## src/rtl/id_ex_stage.sv

```systemverilog
// ID->EX pipeline register: operand selection with bypass merge, hazard
// interlock, back-pressure hold, flush bubble and a saturating bubble counter.

package common_pkg;

  typedef struct packed {
    logic [4:0] write_back_id;
    logic       reg_write;
    logic       mem_read;
  } control_t;

endpackage

module id_ex_stage
  import common_pkg::*;
(
  input  logic        clk,
  input  logic        rst,
  input  logic        id_valid,
  input  logic [31:0] id_pc,
  input  logic [31:0] id_imm,
  input  logic [4:0]  id_rs_1,
  input  logic [4:0]  id_rs_2,
  input  logic        id_uses_rs_1,
  input  logic        id_uses_rs_2,
  input  control_t    id_control,
  input  logic [31:0] rf_data_1,
  input  logic [31:0] rf_data_2,
  input  logic [31:0] fwd_data_1,
  input  logic [31:0] fwd_data_2,
  input  logic        fwd_data_1_valid,
  input  logic        fwd_data_2_valid,
  input  control_t    control_mem,
  input  logic        flush,
  input  logic        ex_ready,
  output logic        ex_valid,
  output logic [31:0] ex_pc,
  output logic [31:0] ex_imm,
  output logic [31:0] ex_operand_1,
  output logic [31:0] ex_operand_2,
  output logic [4:0]  ex_rs_1,
  output logic [4:0]  ex_rs_2,
  output control_t    ex_control,
  output logic        stall_id,
  output logic [15:0] bubble_count
);

  localparam int unsigned DATA_W = 32;
  localparam int unsigned REG_W  = 5;
  localparam int unsigned CNT_W  = 16;

  logic [DATA_W-1:0] operand_1;
  logic [DATA_W-1:0] operand_2;
  logic              haz_ex_1;
  logic              haz_ex_2;
  logic              haz_ld_1;
  logic              haz_ld_2;
  logic              hazard;
  logic              ex_writes;
  logic              mem_loads;

  // Operand select: x0 always reads zero, otherwise bypass wins over the RF
  always_comb begin
    operand_1 = '0;
    operand_2 = '0;
    if (id_rs_1 != REG_W'(0)) begin
      operand_1 = fwd_data_1_valid ? fwd_data_1 : rf_data_1;
    end
    if (id_rs_2 != REG_W'(0)) begin
      operand_2 = fwd_data_2_valid ? fwd_data_2 : rf_data_2;
    end
  end

  // Interlock: producer still in EX, or a load still in MEM, blocks decode
  always_comb begin
    ex_writes = ex_valid && ex_control.reg_write &&
                (ex_control.write_back_id != REG_W'(0));
    mem_loads = control_mem.reg_write && control_mem.mem_read &&
                (control_mem.write_back_id != REG_W'(0));
    haz_ex_1  = ex_writes && (ex_control.write_back_id == id_rs_1) && id_uses_rs_1;
    haz_ex_2  = ex_writes && (ex_control.write_back_id == id_rs_2) && id_uses_rs_2;
    haz_ld_1  = mem_loads && (control_mem.write_back_id == id_rs_1) && id_uses_rs_1;
    haz_ld_2  = mem_loads && (control_mem.write_back_id == id_rs_2) && id_uses_rs_2;
    hazard    = id_valid && (haz_ex_1 || haz_ex_2 || haz_ld_1 || haz_ld_2);
    stall_id  = rst || hazard || !ex_ready;
  end

  // EX register: reset, hold on back-pressure, bubble, or accept
  always_ff @(posedge clk) begin
    if (rst) begin
      ex_valid     <= 1'b0;
      ex_pc        <= '0;
      ex_imm       <= '0;
      ex_operand_1 <= '0;
      ex_operand_2 <= '0;
      ex_rs_1      <= '0;
      ex_rs_2      <= '0;
      ex_control   <= '0;
    end else if (ex_ready) begin
      if (flush || !id_valid || hazard) begin
        ex_valid     <= 1'b0;
        ex_pc        <= '0;
        ex_imm       <= '0;
        ex_operand_1 <= '0;
        ex_operand_2 <= '0;
        ex_rs_1      <= '0;
        ex_rs_2      <= '0;
        ex_control   <= '0;
      end else begin
        ex_valid     <= 1'b1;
        ex_pc        <= id_pc;
        ex_imm       <= id_imm;
        ex_operand_1 <= operand_1;
        ex_operand_2 <= operand_2;
        ex_rs_1      <= id_rs_1;
        ex_rs_2      <= id_rs_2;
        ex_control   <= id_control;
      end
    end
  end

  // Bubble counter: one per hazard cycle that actually inserts a bubble
  always_ff @(posedge clk) begin
    if (rst) begin
      bubble_count <= '0;
    end else if (ex_ready && hazard && !flush && (bubble_count != {CNT_W{1'b1}})) begin
      bubble_count <= bubble_count + CNT_W'(1);
    end
  end

endmodule

```

## config.mk

```make
export PLATFORM = sky130hd
export DESIGN_NAME = id_ex_stage
export DESIGN_NICKNAME = d
export VERILOG_FILES = /design/src/rtl/id_ex_stage.sv
export SDC_FILE = /design/constraint.sdc
export NUM_CORES = 1
export LEC_CHECK = 0
export ABC_AREA = 1
export BUFFER_PORTS_ARGS = -buffer_cell sky130_fd_sc_hd__buf_2
export CORE_AREA = 3 3 151 153
export CTS_CLUSTER_SIZE = 20
export DETAILED_ROUTE_END_ITERATION = 8
export DIE_AREA = 0 0 154 156
export GPL_ROUTABILITY_DRIVEN = 0
export SLEW_MARGIN = 30
export SYNTH_ARGS = -nofsm -noshare
export SYNTH_HDL_FRONTEND = slang
export SYNTH_SLANG_ARGS = --single-unit
```

## constraint.sdc

```tcl
create_clock -name clk -period 4.7 [get_ports clk]
set_clock_uncertainty 0.05 [all_clocks]
set_input_delay 0.705 -clock clk [delete_from_list [all_inputs] [get_ports clk]]
set_output_delay 0.705 -clock clk [all_outputs]
set_load 0.01 [all_outputs]
```

==> reports/qor.txt <==
Worst setup SP type - primary input
RSZ-0062 raised after global routing - no
Post-synth top cells - nand2_1 (205), dfxtp_1 (162), a21oi_1 (149)
Simple-gate share of the synthesized area - 0.257
CORE AREA - 21700 um^2
CTS Buf Count - 17
# nets final - 1499
Syn_nets - 1167
Total wire length - 24600 um
Synth async-reset ratio - 0
Post-DR vias/cell - 4.95
Sw Ratio - 0.258
Routed wire per std cell - 15.7 um
Maximum vdd drop - 0.214 mV
Syn avg cell area - 7.84 um^2
Initial antenna violation count - 1
HPWL Detailed - 17300 um
Die area - 24000 um^2
CP required - 3.94 ns
CTS max path bufs - 2
CTS tree - done
Chip width - 154 um
Synth Register Bits - 162
Remaining antenna violation count - 0
Clk sink count - 162
Largest net degree at the start of global routing - 147
Area of the mapped netlist - 7380 um^2
Finished Core Util - 0.457
Leading area contributor after synthesis - dfxtp_1
Layout area overhead - 34.3%
Die extent in y - 156 um
Setup_tns - 0 ns
Yosys top cell area share - 0.439
Post-synth EDFFs - 0
Cell mode on critical path - nand2_1
Worst slew pin tran - 0.945 ns
Clk slew on worst S/H paths - 0.06 ns
Status - finished, final reports clean
Share of cells above drive strength 1 - 0.386
DRC - 0
R2R Setup Slk - 2.26 ns
Ant diodes - 0
Slowest CP cell - inv_4
Worst-Skew Late Latency - 0.41 ns
Clock share of power - 0.436
Vias in the first global route - 7127
Post-CTS Setup Inserts - 0
Post-synth top flop - dfxtp_1
Logic pwr share - 0.112
WS Path Type - in2out
Post-cts resize count - 0
Initial DRC Count - 472
Launch point of the worst reg-to-reg path - ex_control[4]
Flop pwr share - 0.452
First-pass GRT wire length - 37800 um
Ys Warns - 0
GR Util All Layers - 0.191
Crit share post-route - 0.646
Post-Syn Instances - 941
Hold EP - ex_imm[4]
CP Capture Type - output port
Critical path's largest stage delay - 0.48 ns
Largest fanout on the critical path - 63
PortBufs - 387
Hold path startpoint - ex_imm[4]
Post-CTS Hold Buffers - 0
Final number of setup-violating endpoints - 0
Pre-CTS WS - 1.66 ns
Post-synthesis adder-cell area fraction - 0.00169
LEAKAGE - 4.49 nW
Core Rows - 54
CP cell instances - buf_2, nor2_1, nand3_1, nand2_1, inv_1, nand3_1, nand2_1, nand2_1, nand2_4, inv_4, o211ai_1, buf_2
CTS HTree Levels - 4
Hold path cells - 2
Internal - 2.33 mW
Netlist cell types - 26
Multiplexer share of the synthesized area - 0.0976
Top-count cell post-synth - nand2_1
Iteration count of the initial detailed-routing pass - 7
GR Overflow Total - 0
Max_cap viols - 0
Routed via count - 7745
Reg2Reg Capture Point - ex_rs_1[2]
Setup ws final - 1.66 ns
Starting density of the core - 0.340
Crit path time final - 3.04 ns
Ports - 388
Relative slew slack - 0.370
Psw - 0.811 mW
Final Max Tran Viols - 0
Crit path arrival time - 2.28 ns
Register area share after synthesis - 0.439
Largest family of logic cells by synthesized area - simple AND/OR/NAND/NOR gates
Final hold violations - 0
Power Density - 317 nW/um^2
Worst r2r path cells - 12
Synth Area in Compound Gates - 0.107
Min-delay worst type - reg2reg
Post-Synth XOR/XNOR Area - 0.0190
Clock root cell - clkbuf_16
Synth area leaders - dfxtp_1 (44%), nand2_1 (10%), a21oi_1 (10%)
Maximum clock rate - 329 MHz
-- through the flow --
| step | cells | total power, mW | hold WS, ns | area, um^2 |
|---|---|---|---|---|
| final | 1566 | 3.15 | 0.410 | 9910 |
| after floorplan | 941 | 1.64 | 0.431 | 7380 |
| after global placement | 1534 | 1.81 | 0.399 | 9330 |
| after CTS | 1566 | 3.19 | 0.412 | 9910 |
| after detailed placement | 1534 | 1.81 | 0.402 | 9330 |
| after global routing | 1566 | 3.28 | 0.428 | 9910 |
-- cells by family after synthesis --
| group | count (synthesis) |
|---|---|
| multiplexers | 64 |
| flip-flops | 162 |
| AND/OR/NAND/NOR | 419 |
| adder cells (fa/ha/maj) | 1 |
| buffers and inverters | 121 |
| AO/OA/AOI/OAI | 158 |
| XOR/XNOR | 16 |
-- critical path: cells and delay by family --
| family | cells | cell delay [ns] |
|---|---|---|
| AOI/OAI and AO/OA | 1 | 0.15 |
| buffers and inverters | 4 | 0.82 |
| and+or+nand+nor | 7 | 0.59 |
-- registers in the layout, summed over array words and instances (netlist names) --
signal	flops
bubble_count	16
ex_operand_1	32
ex_pc	32
ex_operand_2	32
ex_rs_1	5
ex_rs_2	5
ex_valid	1
ex_control	7
ex_imm	32
-- how the worst max path moves through the flow --
stage	from	endpoint	slack [ns]	depth (start not counted)
6_report	control_mem[2]	stall_id	1.66	12
2_1_floorplan	id_rs_2[0]	stall_id	2.09	11
5_1_grt	ex_control[6]	stall_id	1.42	11
4_1_cts	ex_control[4]	stall_id	1.62	9
3_3_place_gp	control_mem[2]	stall_id	1.66	12
3_5_place_dp	control_mem[2]	stall_id	1.66	12
-- placed cells by master (no fill, tap or decap), types with 5 or more instances in the layout --
cell and n:
nand2_1 204, dfxtp_1 162, o21ai_0 8, buf_2 386, clkbuf_16 17, xnor2_1 6, nand3_1 90, mux2_2 64
nand4_1 72, inv_1 39, a21oi_1 149, nor2_1 39, inv_6 5, xor2_1 10
-- layer usage --
| metal | vias to the layer above | GRT usage | routed length [um] |
|---|---|---|---|
| met3 | 36 | 0.0488 | 1720 |
| met5 | - | 0 | 7 |
| met1 | 3563 | 0.247 | 10300 |
| met4 | 2 | 0.0547 | 488 |
| met2 | 277 | 0.317 | 12100 |
| li1 | 3867 | - | - |
-- power groups by stage --
stage / clock (mW) / combinational, mW / sequential [mW]
after floorplan: 0 / 0.171 / 1.47
after global placement: 0 / 0.355 / 1.45
after detailed placement: 0 / 0.356 / 1.45
after CTS: 1.41 / 0.358 / 1.42
after global routing: 1.47 / 0.391 / 1.42
final: 1.37 / 0.353 / 1.42
-- cell type report --
type / instances / area, um^2
Inverter: 42 / 163
Clock buffer: 18 / 439
Fill cell: 2221 / 11800
Multi-Input combinational cell: 658 / 3570
Sequential cell: 162 / 3240
Clock inverter: 14 / 143
Tap cell: 280 / 350
Timing Repair Buffer: 392 / 2000
Power figures use the tool's default switching activity.
